<file path="src/rtl/vga_pkg.sv">
// Shared definitions for the VGA pixel path: phase encodings and default bus widths.
package vga_pkg;

  localparam int XW_DEF = 8;
  localparam int YW_DEF = 8;
  localparam int CW_DEF = 12;

  typedef enum logic [1:0] {
    PH_IDLE  = 2'b00,
    PH_CLEAR = 2'b01,
    PH_DRAW  = 2'b10,
    PH_HOLD  = 2'b11
  } phase_e;

endpackage

</file>
<file path="src/rtl/frame_scheduler_if.sv">
// Pixel-engine and framebuffer-write bundle around the frame scheduler.
// The master side is the scheduler; the slave side is the engines plus framebuffer writer.
interface frame_scheduler_if
  import vga_pkg::*;
#(
  parameter int XW = XW_DEF,
  parameter int YW = YW_DEF,
  parameter int CW = CW_DEF
);

  logic          clr_start;
  logic          clr_valid;
  logic [XW-1:0] clr_x;
  logic [YW-1:0] clr_y;
  logic [CW-1:0] clr_color;
  logic          clr_done;
  logic          clr_ready;

  logic          sin_start;
  logic          sin_valid;
  logic [XW-1:0] sin_x;
  logic [YW-1:0] sin_y;
  logic [CW-1:0] sin_color;
  logic          sin_done;
  logic          sin_ready;

  logic          fb_we;
  logic [XW-1:0] fb_x;
  logic [YW-1:0] fb_y;
  logic [CW-1:0] fb_color;
  logic          fb_ready;

  modport master (
    output clr_start, clr_ready, sin_start, sin_ready,
    output fb_we, fb_x, fb_y, fb_color,
    input  clr_valid, clr_x, clr_y, clr_color, clr_done,
    input  sin_valid, sin_x, sin_y, sin_color, sin_done,
    input  fb_ready
  );

  modport slave (
    input  clr_start, clr_ready, sin_start, sin_ready,
    input  fb_we, fb_x, fb_y, fb_color,
    output clr_valid, clr_x, clr_y, clr_color, clr_done,
    output sin_valid, sin_x, sin_y, sin_color, sin_done,
    output fb_ready
  );

endinterface

</file>
<file path="src/rtl/fb_out_stage.sv">
// One-entry valid/ready register in front of the framebuffer write port.
// Accepts a pixel whenever it is empty or draining this cycle, so back-to-back pixels stream at one per cycle.
module fb_out_stage #(
  parameter int XW = 8,
  parameter int YW = 8,
  parameter int CW = 12
) (
  input  logic          clk,
  input  logic          rst_n,
  input  logic          in_valid,
  output logic          in_ready,
  input  logic [XW-1:0] in_x,
  input  logic [YW-1:0] in_y,
  input  logic [CW-1:0] in_color,
  output logic          out_valid,
  input  logic          out_ready,
  output logic [XW-1:0] out_x,
  output logic [YW-1:0] out_y,
  output logic [CW-1:0] out_color
);

  assign in_ready = !out_valid || out_ready;

  // NOTE: sequential state uses non-blocking (<=) so every register samples pre-edge values.
  always_ff @(posedge clk or negedge rst_n) begin
    if (!rst_n) begin
      out_valid <= 1'b0;
      // NOTE: the payload is reset too, because fb_x/fb_y/fb_color must read 0 out of reset.
      out_x     <= '0;
      out_y     <= '0;
      out_color <= '0;
    end else begin
      if (in_ready) out_valid <= in_valid;
      if (in_valid && in_ready) begin
        out_x     <= in_x;
        out_y     <= in_y;
        out_color <= in_color;
      end
    end
  end

endmodule

</file>
<file path="src/rtl/frame_scheduler.sv">
// Frame sequencer: CLEAR -> DRAW -> HOLD, granting only the current phase's engine onto the
// framebuffer write port, with a per-phase watchdog and a wrapping completed-frame counter.
module frame_scheduler
  import vga_pkg::*;
#(
  parameter int XW          = XW_DEF,
  parameter int YW          = YW_DEF,
  parameter int CW          = CW_DEF,
  parameter int HOLD_CYCLES = 95000,
  parameter int TIMEOUT     = 65535
) (
  input  logic                     clk,
  input  logic                     rst_n,
  input  logic                     enable,
  frame_scheduler_if.master        bus,
  output logic [1:0]               phase,
  output logic [7:0]               frame_cnt,
  output logic                     timeout_err
);

  localparam int WW = $clog2(TIMEOUT);
  localparam int HW = (HOLD_CYCLES > 1) ? $clog2(HOLD_CYCLES) : 1;

  phase_e        state_q, state_d;
  logic [WW-1:0] wd_q;
  logic [HW-1:0] hold_q;
  logic          wd_expire, frame_done, timeout_hit;
  logic          clr_own, sin_own;

  logic          stage_valid, stage_ready;
  logic [XW-1:0] stage_x;
  logic [YW-1:0] stage_y;
  logic [CW-1:0] stage_color;

  assign phase     = state_q;
  assign wd_expire = (wd_q == WW'(TIMEOUT - 1));
  assign clr_own   = (state_q == PH_CLEAR);
  assign sin_own   = (state_q == PH_DRAW);

  // NOTE: every always_comb output gets a default first, so no path can infer a latch.
  always_comb begin
    state_d     = state_q;
    frame_done  = 1'b0;
    timeout_hit = 1'b0;
    unique case (state_q)
      PH_IDLE:  if (enable) state_d = PH_CLEAR;
      PH_CLEAR: begin
        if (bus.clr_done) state_d = PH_DRAW;
        else if (wd_expire) begin
          state_d     = PH_HOLD;
          timeout_hit = 1'b1;
        end
      end
      PH_DRAW: begin
        if (bus.sin_done) begin
          state_d    = PH_HOLD;
          frame_done = 1'b1;
        end else if (wd_expire) begin
          state_d     = PH_HOLD;
          timeout_hit = 1'b1;
        end
      end
      PH_HOLD:  if (hold_q == '0) state_d = enable ? PH_CLEAR : PH_IDLE;
      default:  state_d = PH_IDLE;
    endcase
  end

  // Only the owning engine reaches the output stage; the other one's valid never matters.
  assign stage_valid   = (clr_own && bus.clr_valid) || (sin_own && bus.sin_valid);
  assign stage_x       = sin_own ? bus.sin_x     : bus.clr_x;
  assign stage_y       = sin_own ? bus.sin_y     : bus.clr_y;
  assign stage_color   = sin_own ? bus.sin_color : bus.clr_color;
  assign bus.clr_ready = clr_own && stage_ready;
  assign bus.sin_ready = sin_own && stage_ready;

  always_ff @(posedge clk or negedge rst_n) begin
    if (!rst_n) begin
      state_q       <= PH_IDLE;
      wd_q          <= '0;
      hold_q        <= '0;
      frame_cnt     <= '0;
      timeout_err   <= 1'b0;
      bus.clr_start <= 1'b0;
      bus.sin_start <= 1'b0;
    end else begin
      state_q       <= state_d;
      // Start pulses are registered so they line up with the first cycle of their phase.
      bus.clr_start <= (state_d == PH_CLEAR) && (state_q != PH_CLEAR);
      bus.sin_start <= (state_d == PH_DRAW) && (state_q != PH_DRAW);

      if (state_d != state_q) wd_q <= '0;
      else if (clr_own || sin_own) wd_q <= wd_q + 1'b1;

      if (state_d == PH_HOLD && state_q != PH_HOLD) hold_q <= HW'(HOLD_CYCLES - 1);
      else if (state_q == PH_HOLD && hold_q != '0) hold_q <= hold_q - 1'b1;

      if (frame_done) frame_cnt <= frame_cnt + 8'd1;
      if (timeout_hit) timeout_err <= 1'b1;
    end
  end

  fb_out_stage #(.XW(XW), .YW(YW), .CW(CW)) u_out (
    .clk       (clk),
    .rst_n     (rst_n),
    .in_valid  (stage_valid),
    .in_ready  (stage_ready),
    .in_x      (stage_x),
    .in_y      (stage_y),
    .in_color  (stage_color),
    .out_valid (bus.fb_we),
    .out_ready (bus.fb_ready),
    .out_x     (bus.fb_x),
    .out_y     (bus.fb_y),
    .out_color (bus.fb_color)
  );

endmodule

</file>
<file path="src/flat_wrapper.sv">
// flat-port wrapper written by rule: the top's interface ports become plain ports
module frame_scheduler_flat import vga_pkg::*;
#(
  parameter int XW          = XW_DEF,
  parameter int YW          = YW_DEF,
  parameter int CW          = CW_DEF,
  parameter int HOLD_CYCLES = 95000,
  parameter int TIMEOUT     = 65535
)
  (clk, rst_n, enable, phase, frame_cnt, timeout_err, bus_clr_start, bus_clr_ready, bus_sin_start, bus_sin_ready, bus_fb_we, bus_fb_x, bus_fb_y, bus_fb_color, bus_clr_valid, bus_clr_x, bus_clr_y, bus_clr_color, bus_clr_done, bus_sin_valid, bus_sin_x, bus_sin_y, bus_sin_color, bus_sin_done, bus_fb_ready);
  frame_scheduler_if #(.XW(XW), .YW(YW), .CW(CW)) bus_i ();
  input  logic clk;
  input  logic rst_n;
  input  logic enable;
  output logic [1:0] phase;
  output logic [7:0] frame_cnt;
  output logic timeout_err;
  output wire logic [$bits(bus_i.clr_start)-1:0] bus_clr_start;
  output wire logic [$bits(bus_i.clr_ready)-1:0] bus_clr_ready;
  output wire logic [$bits(bus_i.sin_start)-1:0] bus_sin_start;
  output wire logic [$bits(bus_i.sin_ready)-1:0] bus_sin_ready;
  output wire logic [$bits(bus_i.fb_we)-1:0] bus_fb_we;
  output wire logic [$bits(bus_i.fb_x)-1:0] bus_fb_x;
  output wire logic [$bits(bus_i.fb_y)-1:0] bus_fb_y;
  output wire logic [$bits(bus_i.fb_color)-1:0] bus_fb_color;
  input wire logic [$bits(bus_i.clr_valid)-1:0] bus_clr_valid;
  input wire logic [$bits(bus_i.clr_x)-1:0] bus_clr_x;
  input wire logic [$bits(bus_i.clr_y)-1:0] bus_clr_y;
  input wire logic [$bits(bus_i.clr_color)-1:0] bus_clr_color;
  input wire logic [$bits(bus_i.clr_done)-1:0] bus_clr_done;
  input wire logic [$bits(bus_i.sin_valid)-1:0] bus_sin_valid;
  input wire logic [$bits(bus_i.sin_x)-1:0] bus_sin_x;
  input wire logic [$bits(bus_i.sin_y)-1:0] bus_sin_y;
  input wire logic [$bits(bus_i.sin_color)-1:0] bus_sin_color;
  input wire logic [$bits(bus_i.sin_done)-1:0] bus_sin_done;
  input wire logic [$bits(bus_i.fb_ready)-1:0] bus_fb_ready;
  assign bus_clr_start = bus_i.clr_start;
  assign bus_clr_ready = bus_i.clr_ready;
  assign bus_sin_start = bus_i.sin_start;
  assign bus_sin_ready = bus_i.sin_ready;
  assign bus_fb_we = bus_i.fb_we;
  assign bus_fb_x = bus_i.fb_x;
  assign bus_fb_y = bus_i.fb_y;
  assign bus_fb_color = bus_i.fb_color;
  assign bus_i.clr_valid = bus_clr_valid;
  assign bus_i.clr_x = bus_clr_x;
  assign bus_i.clr_y = bus_clr_y;
  assign bus_i.clr_color = bus_clr_color;
  assign bus_i.clr_done = bus_clr_done;
  assign bus_i.sin_valid = bus_sin_valid;
  assign bus_i.sin_x = bus_sin_x;
  assign bus_i.sin_y = bus_sin_y;
  assign bus_i.sin_color = bus_sin_color;
  assign bus_i.sin_done = bus_sin_done;
  assign bus_i.fb_ready = bus_fb_ready;
  frame_scheduler #(.XW(XW), .YW(YW), .CW(CW), .HOLD_CYCLES(HOLD_CYCLES), .TIMEOUT(TIMEOUT)) u_core (.clk(clk), .rst_n(rst_n), .enable(enable), .bus(bus_i), .phase(phase), .frame_cnt(frame_cnt), .timeout_err(timeout_err));
endmodule
</file>
<file path="config.mk">
export PLATFORM = sky130hd
export DESIGN_NAME = frame_scheduler_flat
export DESIGN_NICKNAME = d
export VERILOG_FILES = /design/src/rtl/vga_pkg.sv /design/src/rtl/frame_scheduler_if.sv /design/src/rtl/fb_out_stage.sv /design/src/rtl/frame_scheduler.sv /design/src/flat_wrapper.sv
export SDC_FILE = /design/constraint.sdc
export NUM_CORES = 1
export LEC_CHECK = 0
export CAP_MARGIN = 10
export CORE_ASPECT_RATIO = 1.2
export CORE_UTILIZATION = 43
export DETAILED_ROUTE_END_ITERATION = 10
export PLACE_DENSITY = 0.73
export RECOVER_POWER = 100
export SLEW_MARGIN = 5
export SYNTH_ARGS = -nofsm -noshare
export SYNTH_HDL_FRONTEND = slang
export SYNTH_SLANG_ARGS = --single-unit
export TNS_END_PERCENT = 50
</file>
<file path="constraint.sdc">
create_clock -name clk -period 2.1 [get_ports clk]
set_input_delay 0.315 -clock clk [delete_from_list [all_inputs] [get_ports clk]]
set_output_delay 0.315 -clock clk [all_outputs]
set_load 0.1 [all_outputs]
</file>
==> impl_metrics.toml <==
[sta]
drv_slew = 0
fin_skew_ns = 0.00840
setup_slack_ns = -0.0201
setup_viol = 10
rsz0062_at_grt = "true"
worstMarginPinSlew_ns = 0.883
finalHoldViolations = 0
relSlewSlack_pct = 41.1
fin_tns_setup_ns = -0.0729
min_period_over_period_pct = 101
fin_crit_ns = 2.12
max_freq_ghz = 0.472

[cts]
cts.clk_slew.worst_paths_ns = 0.09
cts-htree-levels = 3
cts_root_buffer = "clkbuf_8"
cts_max_path_buffers = 2
cts_tree = "done"
numCtsBuffers = 9
insertion_delay_ns = 0.35
cts.sinks = 75

[drt]
firstDrtPassIters = 4
drt_drc_violations_left = 0
drt-total-wl_mm = 9.34
vias = 3316
wl_per_cell_um = 13.9
dr.first_iter.drc_count = 87
vias_per_cell = 4.93
drtAntennaViolNets = 0

[grt]
gr-usage-met3_pct = 5.01
grtUsageMet1_pct = 24.2
grt_use_met2_pct = 39.2
antenna_found_initial = 0
grt.overflow.total = 0
grt_pass1_wl_mm = 15.4
grt_busiest_layer = "met2"
grtUsageTotal_pct = 21.4
first_global_vias = 3393
grt_start_max_net_pins = 41

[job]
cap_violations = 0

[synthesis]
avgSynthCellArea_sq_um = 10.3
ys_ff_latch = 75
mappedNetlistArea_sq_mm = 0.00382
ys.warnings.count = 0
synth_cell_types = 53
synth-main-ff-cell = "dfrtp_1"
synth-edff-count = 0
async_flop_share_pct = 100
synth_nets = 445
ys_seq_area_share_pct = 49.1
syn_inst = 372

[worst_setup_path]
cp-end-kind = "flip-flop"
start_kind = "flip-flop"
path_class = "flip-flop to flip-flop"
crit_arrival_ns = 2.40
cp_max_fo = 9
worst_ep_required_time_ns = 2.38

[power_and_ir_drop]
power_density_mw_per_mm2 = 1620
power_leakage_nw = 2.44
vdd_drop_max_v = 0.00121
clkPwrFrac_pct = 11.1
pwr-share-comb_pct = 64.4
p_int_mw = 4.06
seqPwrFrac_pct = 24.5
p_sw_mw = 5.14
swShare_pct = 55.9

[final_layout]
num_antenna_cells = 0
post_route_cells_drive_above_1_share_pct = 32.8
fin_cells = 672
nets = 623
syn_to_final_growth_pct = 48.5

[floorplan]
boundaryPins = 108
dieArea_sq_mm = 0.00928
die_x_um = 88.1
initial_core_util_pct = 44.4
die_h_um = 105
core-area_sq_mm = 0.00861
num_rows = 37

[min_path]
hp-class = "flip-flop to flip-flop"

[place]
routabilityCongestion = 0.832
place_inst = 649
dpl.hpwl_mm = 7.28
numPortBuffers = 107

[outcome]
status = "complete, but fails checks"
violations = "negative setup slack"
## worst max-delay path: stages, from the launching register on
cell	delay, ns
dfrtp_1	0.38
inv_1	0.06
ha_1	0.15
nand4_2	0.06
or4_4	0.47
a21o_1	0.20
a211oi_2	0.25
nand3_4	0.19
buf_12	0.19
nor2_1	0.09
## synthesized netlist by cell type (all sizes together) (3+ instances only)
cell type / number / area share (%)
a21oi: 30 / 3.9
and3: 3 / 0.49
buf: 7 / 1.1
clkbuf: 8 / 1.3
dfrtp: 75 / 49
ha: 9 / 2.9
inv: 9 / 0.88
mux2i: 29 / 7.7
nand2: 29 / 2.8
nand3: 8 / 1.5
nand4: 8 / 2.0
nor2: 68 / 7.3
nor3: 9 / 1.2
nor4: 6 / 1.1
or4: 5 / 1.1
xnor2: 22 / 5.0
xor2: 16 / 3.7
## final timing paths
path / cells past startpoint / from / to / slack (ns)
min in group asynchronous: 2 / rst_n / u_core.hold_q[7] / 0.62
max in group asynchronous: 3 / rst_n / u_core.wd_q[0] / 0.34
worst min-delay path: 1 / u_core.frame_cnt[7] / u_core.frame_cnt[7] / 0.49
worst min register to register: 1 / u_core.frame_cnt[7] / u_core.frame_cnt[7] / 0.49
worst max-delay path: 9 / u_core.wd_q[0] / u_core.wd_q[4] / -0.02
worst max register to register: 9 / u_core.wd_q[0] / u_core.wd_q[4] / -0.02
## what timing repair did
action                                  in CTS  in global routing
endpoints found under the setup margin      30                 35
setup buffers                                3                  3
hold buffers                                 1                  0
pin swaps                                    6                  6
gates resized for setup                      6                 11
hold endpoints to repair                    35                  0
## power groups by stage
stage	clock network, mW	registers, mW	logic (mW)
6_report	1.02	2.25	5.93
5_1_grt	1.11	2.31	6.23
4_1_cts	1.06	2.26	6.08
3_5_place_dp	0	2.26	5.97
3_3_place_gp	0	2.25	5.87
2_1_floorplan	0	4.73	1.80
## metal layers
metal | up-vias | share of wire (%)
li1 | 1631 | -
met1 | 1587 | 40
met2 | 84 | 54
met3 | 14 | 5.0
met4 | 0 | 1.1
met5 | - | 0
## metrics by stage
step           util (%)  instance area (sq um)  setup slack, ns  total power [mW]  hold WS, ns
6_report           66.0                   5680          -0.0201              9.20        0.493
5_1_grt            66.0                   5680           -0.119              9.65        0.514
4_1_cts            66.9                   5760          -0.0548              9.40        0.472
3_5_place_dp       63.9                   5500          -0.0978              8.23        0.310
3_3_place_gp       63.9                   5500          -0.0373              8.12        0.304
2_1_floorplan         -                   3910          -0.0190              6.53       0.0194
## cells by family after synthesis
logic type	share of synthesized area, %
buffers and inverters	3.30
muxes	7.98
and+or+nand+nor	20.3
DFF	49.1
adders and majority gates	2.94
xor gates and xnor gates	8.70
AOI/OAI and AO/OA	7.65
## placed cells by master, fill, tap and decap left out, types with 2 or more instances in the layout
cell             count
clkbuf_8             9
nor4_1               3
nand4_2              4
nor2b_1              2
inv_2                2
or4_1                4
nand3b_1             2
or3_1                2
a211oi_2             2
dfrtp_4              2
inv_1                5
buf_6                3
and3_1               3
mux2i_1             28
xor2_1              16
nor4_2               3
clkbuf_2            41
dfrtp_1             73
inv_4                2
nand3_1              6
nand2_1             29
clkdlybuf4s50_1     62
xnor2_1             22
nor3_1               7
nor2_2              12
nand4_1              4
clkinvlp_4           2
nor3_2               2
a21oi_1             29
nor2_1              56
nand3_4              2
ha_4                 2
ha_1                 7
buf_4               69
buf_12               4
inv_6                3
## registers in the layout (all words and copies together) (netlist names)
signal,cells
u_core.u_out.out_y,8
u_core.wd_q,16
u_core.bus.clr_start,1
u_core.u_out.out_color,12
u_core.bus.sin_start,1
u_core.u_out.out_x,8
u_core.timeout_err,1
u_core.frame_cnt,8
u_core.u_out.out_valid,1
u_core.phase,2
u_core.hold_q,17
## final cells by class
| class | instances | area [sq um] |
|---|---|---|
| flip-flops and latches | 75 | 1880 |
| inverters | 9 | 38.8 |
| clock inverters | 7 | 57.6 |
| fillers | 736 | 2930 |
| multi-input cells | 273 | 1950 |
| clock buffers | 9 | 124 |
| well taps | 117 | 146 |
| repair buffers | 182 | 1480 |
Power figures use the tool's default switching activity.
